===== src/rtl/pipe_hazard_ctrl.sv =====
// Hazard/sequencing control for the 5-stage pipeline:
// load-use stalls, jump flushes, mul/div hold and EX forwarding.
module pipe_hazard_ctrl #(
  parameter int MD_LAT = 4,
  parameter int CNT_W  = 32
) (
  input  logic             clk,
  input  logic             rst,
  input  logic [4:0]       RS1_D,
  input  logic [4:0]       RS2_D,
  input  logic [4:0]       RS1_E,
  input  logic [4:0]       RS2_E,
  input  logic [4:0]       RD_E,
  input  logic             ResultSrcE,
  input  logic [4:0]       RD_M,
  input  logic             RegWriteM,
  input  logic [4:0]       RD_W,
  input  logic             RegWriteW,
  input  logic             JumpD,
  input  logic             MdStartD,
  output logic             StallF,
  output logic             StallD,
  output logic             StallE,
  output logic             FlushD,
  output logic             FlushE,
  output logic             FlushM,
  output logic [1:0]       ForwardAE,
  output logic [1:0]       ForwardBE,
  output logic             MdBusy,
  output logic [CNT_W-1:0] StallCount
);

  localparam int CW = $clog2(MD_LAT) + 1;

  typedef enum logic {
    RUN,
    MDWAIT
  } state_t;

  state_t          r_state;
  state_t          w_state_nxt;
  logic [CW-1:0]   r_cnt;
  logic [CW-1:0]   w_cnt_nxt;
  logic [CNT_W-1:0] r_stall_cnt;
  logic            w_lwstall;

  assign w_lwstall = ResultSrcE && (RD_E != 5'd0) &&
                     ((RD_E == RS1_D) || (RD_E == RS2_D));

  // M stage result is newer than W, so it wins on a double match
  function automatic logic [1:0] fwd_sel(
    input logic [4:0] rs,
    input logic [4:0] rd_m,
    input logic       we_m,
    input logic [4:0] rd_w,
    input logic       we_w
  );
    if (we_m && (rd_m != 5'd0) && (rd_m == rs))
      return 2'b10;
    else if (we_w && (rd_w != 5'd0) && (rd_w == rs))
      return 2'b01;
    else
      return 2'b00;
  endfunction

  always_ff @(posedge clk) begin
    if (rst) begin
      r_state     <= RUN;
      r_cnt       <= '0;
      r_stall_cnt <= '0;
    end else begin
      r_state <= w_state_nxt;
      r_cnt   <= w_cnt_nxt;
      if (StallD)
        r_stall_cnt <= r_stall_cnt + CNT_W'(1);
    end
  end

  always_comb begin
    w_state_nxt = r_state;
    w_cnt_nxt   = r_cnt;
    StallF      = 1'b0;
    StallD      = 1'b0;
    StallE      = 1'b0;
    FlushD      = 1'b0;
    FlushE      = 1'b0;
    FlushM      = 1'b0;
    MdBusy      = 1'b0;
    ForwardAE   = 2'b00;
    ForwardBE   = 2'b00;
    if (!rst) begin
      ForwardAE = fwd_sel(RS1_E, RD_M, RegWriteM,
                          RD_W, RegWriteW);
      ForwardBE = fwd_sel(RS2_E, RD_M, RegWriteM,
                          RD_W, RegWriteW);
      unique case (r_state)
        RUN: begin
          if (w_lwstall) begin
            StallF = 1'b1;
            StallD = 1'b1;
            FlushE = 1'b1;
          end else begin
            FlushD = JumpD;
            if (MdStartD) begin
              w_state_nxt = MDWAIT;
              w_cnt_nxt   = CW'(MD_LAT - 1);
            end
          end
        end
        MDWAIT: begin
          StallF = 1'b1;
          StallD = 1'b1;
          StallE = 1'b1;
          FlushM = 1'b1;
          MdBusy = 1'b1;
          if (r_cnt == '0)
            w_state_nxt = RUN;
          else
            w_cnt_nxt = r_cnt - CW'(1);
        end
        default: w_state_nxt = RUN;
      endcase
    end
  end

  assign StallCount = r_stall_cnt;

endmodule


===== config.mk =====
export PLATFORM = sky130hd
export DESIGN_NAME = pipe_hazard_ctrl
export DESIGN_NICKNAME = d
export VERILOG_FILES = /design/src/rtl/pipe_hazard_ctrl.sv
export SDC_FILE = /design/constraint.sdc
export NUM_CORES = 1
export LEC_CHECK = 0
export CORE_MARGIN = 3
export CORE_UTILIZATION = 48
export CTS_CLUSTER_DIAMETER = 100
export DETAILED_ROUTE_END_ITERATION = 12
export PLACE_DENSITY = 0.9
export SLEW_MARGIN = 20
export SYNTH_ARGS = -nofsm -noshare
export SYNTH_HDL_FRONTEND = slang
export SYNTH_SLANG_ARGS = --single-unit

===== constraint.sdc =====
create_clock -name clk -period 5.61 [get_ports clk]
set_clock_uncertainty 0.05 [all_clocks]
set_input_delay 0.8415 -clock clk [delete_from_list [all_inputs] [get_ports clk]]
set_output_delay 0.8415 -clock clk [all_outputs]
set_load 0.01 [all_outputs]

==> results.yml <==
grt:
  grt-ovfl-total: 0
  met3_usage: 0.0761
  grt_first_pass_wirelength_mm: 10.2
  number_of_antenna_violations_at_the_first_check_in_global_routing: 0
  global_route.usage.total: 0.233
  grt_util_met1: 0.250
  vias_in_the_first_global_route: 2323
  globalRouteMet2Util: 0.424
  global_route.peak_usage_layer: "met2"
  grt_max_degree: 41
cells_and_area:
  mostFrequentLayoutCell: "clkdlybuf4s50_1"
  area_used_by_sequential_logic_in_the_layout_um2: 721
  layout.nets: 408
  layout.filler_cells: 384
  layout.cells.non_filler: 416
  syn_to_final_growth_pct: 42.1
  multiInputGateArea_um2: 1480
  final_cell_mix: "clkdlybuf4s50_1 (84), dfxtp_1 (36), nand2_1 (24)"
  ratio_of_cells_with_drive_above_1_in_the_final_layout: 0.0467
  antennaDiodeCount: 0
yosys:
  synth_fa_ha_area_frac: 0.0164
  dominantRegCellSynth: "dfxtp_1"
  synth_top_family_by_area: "simple AND/OR/NAND/NOR gates"
  share_of_the_synthesized_area_in_compound_gates_ao_oa_aoi_oai: 0.190
  yosys-mux-area-fraction: 0.0256
  yosys.area_share.simple: 0.292
  post-synth-top-area-fraction: 0.314
  cell_types_occupying_the_most_area_after_synthesis: "dfxtp_1 (31%), xnor2_1 (8.0%), a21oi_1 (5.0%), or4_1 (4.3%), xor2_1 (4.2%)"
  gate_count_of_the_mapped_netlist: 283
  synth_enable_flop_cells: 0
  postSynthRegisterBits: 36
  synth_nets: 328
  syn_area_per_cell_um2: 8.10
  synth.lib_cells_used.distinct: 46
  synthDominantAreaCellType: "dfxtp_1"
  syn-cell-area_um2: 2290
  post_synth_xor_area_fraction: 0.122
  ys_seq_area_frac: 0.314
  ys_warn_count: 0
  synthArstFlopShare: 0
worst_setup_path:
  cp_common_cell: "clkdlybuf4s50_1"
  slowest_stage: "or4_1"
  timing.rr.start: "StallCount[17]"
  critical_path.startpoint: "RD_E[1]"
  critPathCaptureType: "output port"
  timing.critical_path.from_type: "primary input"
  crit_fanout: 16
  cp.arrival_ps: 3280
  worstSetupPathType: "in -> out"
  worst_path_largest_cell_delay_ps: 570
  cp_cell_sequence: "clkdlybuf4s50_1 > or4_1 > o21a_1 > a21oi_4 > and3_1 > clkdlybuf4s50_1"
  worstPathRequired_ps: 4720
sta:
  period_minus_slack_ps: 4180
  maxSlewViolCount: 0
  unrepaired_setup_endpoints_after_global_routing: "false"
  fin_setup_tns_ps: 0
  hold_viol: 0
  final-setup-viol-count: 0
  max_slew.worst_pin.slew_ps: 1050
  fmaxAchievable_mhz: 239
  slew_headroom: 0.294
  fin_crit_sh: 0.744
  fin_hold_ws_ps: 445
clock_network:
  cts_setup_buffers: 0
  cts.root.buffer_cell: "clkbuf_8"
  cts.sink_count: 36
  cts-resized-gates: 0
  tritoncts.num_buffers: 5
  cts_hold_buf: 0
  cts_htree_levels: 2
  tritoncts_clock_tree: "done"
  clock_latency_ps: 290
  cts.path.max_buffers: 2
  clk_pin_slew_worst_setup_hold_paths_ps: 70
routing:
  via_count: 2467
  drt_pre_antenna_iters: 4
  drcViolationCount: 0
  detailedRoute.firstIterationViolations: 138
  detail_route.vias_per_cell: 5.93
  routed_wire_length_per_instance_um: 15.3
  drt_wl_total_mm: 6.38
  drt_antenna_net_count: 0
floorplanning:
  fp.dieH_um: 75.1
  initial_core_util: 0.513
  num_rows: 24
  fp.dieArea_um2: 5640
  floorplan.core_area_um2: 4470
  die_w_um: 75.1
  ioPinCount: 85
run_status:
  outcome: "completed"
placed_design:
  portBuffers: 84
  routability_driven_placement_congestion_ratio: 0.824
  dp.cells: 408
  detailed_place_hpwl_mm: 4.86
power_and_ir_drop:
  power.switching_mw: 0.150
  cellLeakagePower_nw: 1.04
  seqPwrFrac: 0.441
  swShare: 0.249
  p_clk_frac: 0.371
  internal_power_mw: 0.452
  pwr_density_cell_nw_per_um2: 185
  power.share.combinational: 0.187
  peakVddDrop_mv: 0.105
min_path:
  worstHoldPathType: "reg -> reg"
  min_from: "r_cnt[0]"
job:
  max_cap_violations: 0
cell usage after synthesis, types with 3 or more instances:
library cell and count:
a21oi_1 23, ha_1 3, nor4_1 8, nor2_1 13
nand4_1 6, dfxtp_1 36, xnor2_1 21, or3_1 14
and4_1 5, or4_1 13, and3_1 4, nand3_1 14
buf_4 3, o31a_1 3, o31ai_1 5, o21a_1 4
nor2b_1 6, nor3_1 5, o21ai_0 17, inv_1 7
mux2_2 3, xor2_1 11, clkbuf_1 6, nand2_1 24
buf_2 3
layout make-up:
| cell class | count | area share |
|---|---|---|
| timing repair buffer | 86 | 0.263 |
| sequential | 36 | 0.221 |
| clock inverter | 2 | 0.0108 |
| tap | 52 | 0.0200 |
| multi-input combinational | 227 | 0.455 |
| clock buffer | 6 | 0.0223 |
| inverter | 7 | 0.00806 |
metal layers:
metal / vias to the layer above / part of all wire
met5: - / 0
met4: 0 / 0.018
met3: 12 / 0.093
met2: 98 / 0.51
met1: 1142 / 0.38
li1: 1215 / -
registers in the layout (all words and copies together) (netlist names):
| register | flops |
|---|---|
| StallCount | 32 |
| r_cnt | 3 |
| r_state | 1 |
kinds of logic (layout without fill, tap and decap cells):
| kind of cell | count (synthesis) | after routing |
|---|---|---|
| xor+xnor | 32 | 32 |
| buf+inv | 20 | 101 |
| mux | 5 | 5 |
| flops | 36 | 36 |
| simple gates | 119 | 119 |
| fa+ha+maj | 3 | 3 |
| compound gates | 68 | 68 |
metrics by stage:
step	util	worst slack, ps	total power [mW]	cell area (µm²)
5_1_grt	0.728	1290	0.629	3260
2_1_floorplan	-	2380	0.328	2290
6_report	0.728	1430	0.602	3260
3_3_place_gp	0.704	1470	0.380	3150
4_1_cts	0.728	1430	0.605	3260
3_5_place_dp	0.704	1450	0.384	3150
worst max-delay path, delay by kind of cell:
family | cells | cell delay [ps]
buf+inv | 2 | 1020
simple gates | 2 | 790
compound gates | 2 | 630
worst paths after layout:
kind | slack (ps) | end | cells after the start
worst min register to register | 450 | r_cnt[0] | 2
worst max-delay path | 1430 | FlushD | 6
worst max register to register | 3250 | StallCount[30] | 6
worst min-delay path | 450 | r_cnt[0] | 2
power groups by stage:
| stage | logic (mW) | registers (mW) | clock network, mW |
|---|---|---|---|
| 3_5_place_dp | 0.112 | 0.272 | 0 |
| 6_report | 0.113 | 0.266 | 0.223 |
| 3_3_place_gp | 0.109 | 0.271 | 0 |
| 5_1_grt | 0.124 | 0.266 | 0.239 |
| 4_1_cts | 0.113 | 0.266 | 0.227 |
| 2_1_floorplan | 0.0581 | 0.270 | 0 |
Power figures use the tool's default switching activity.
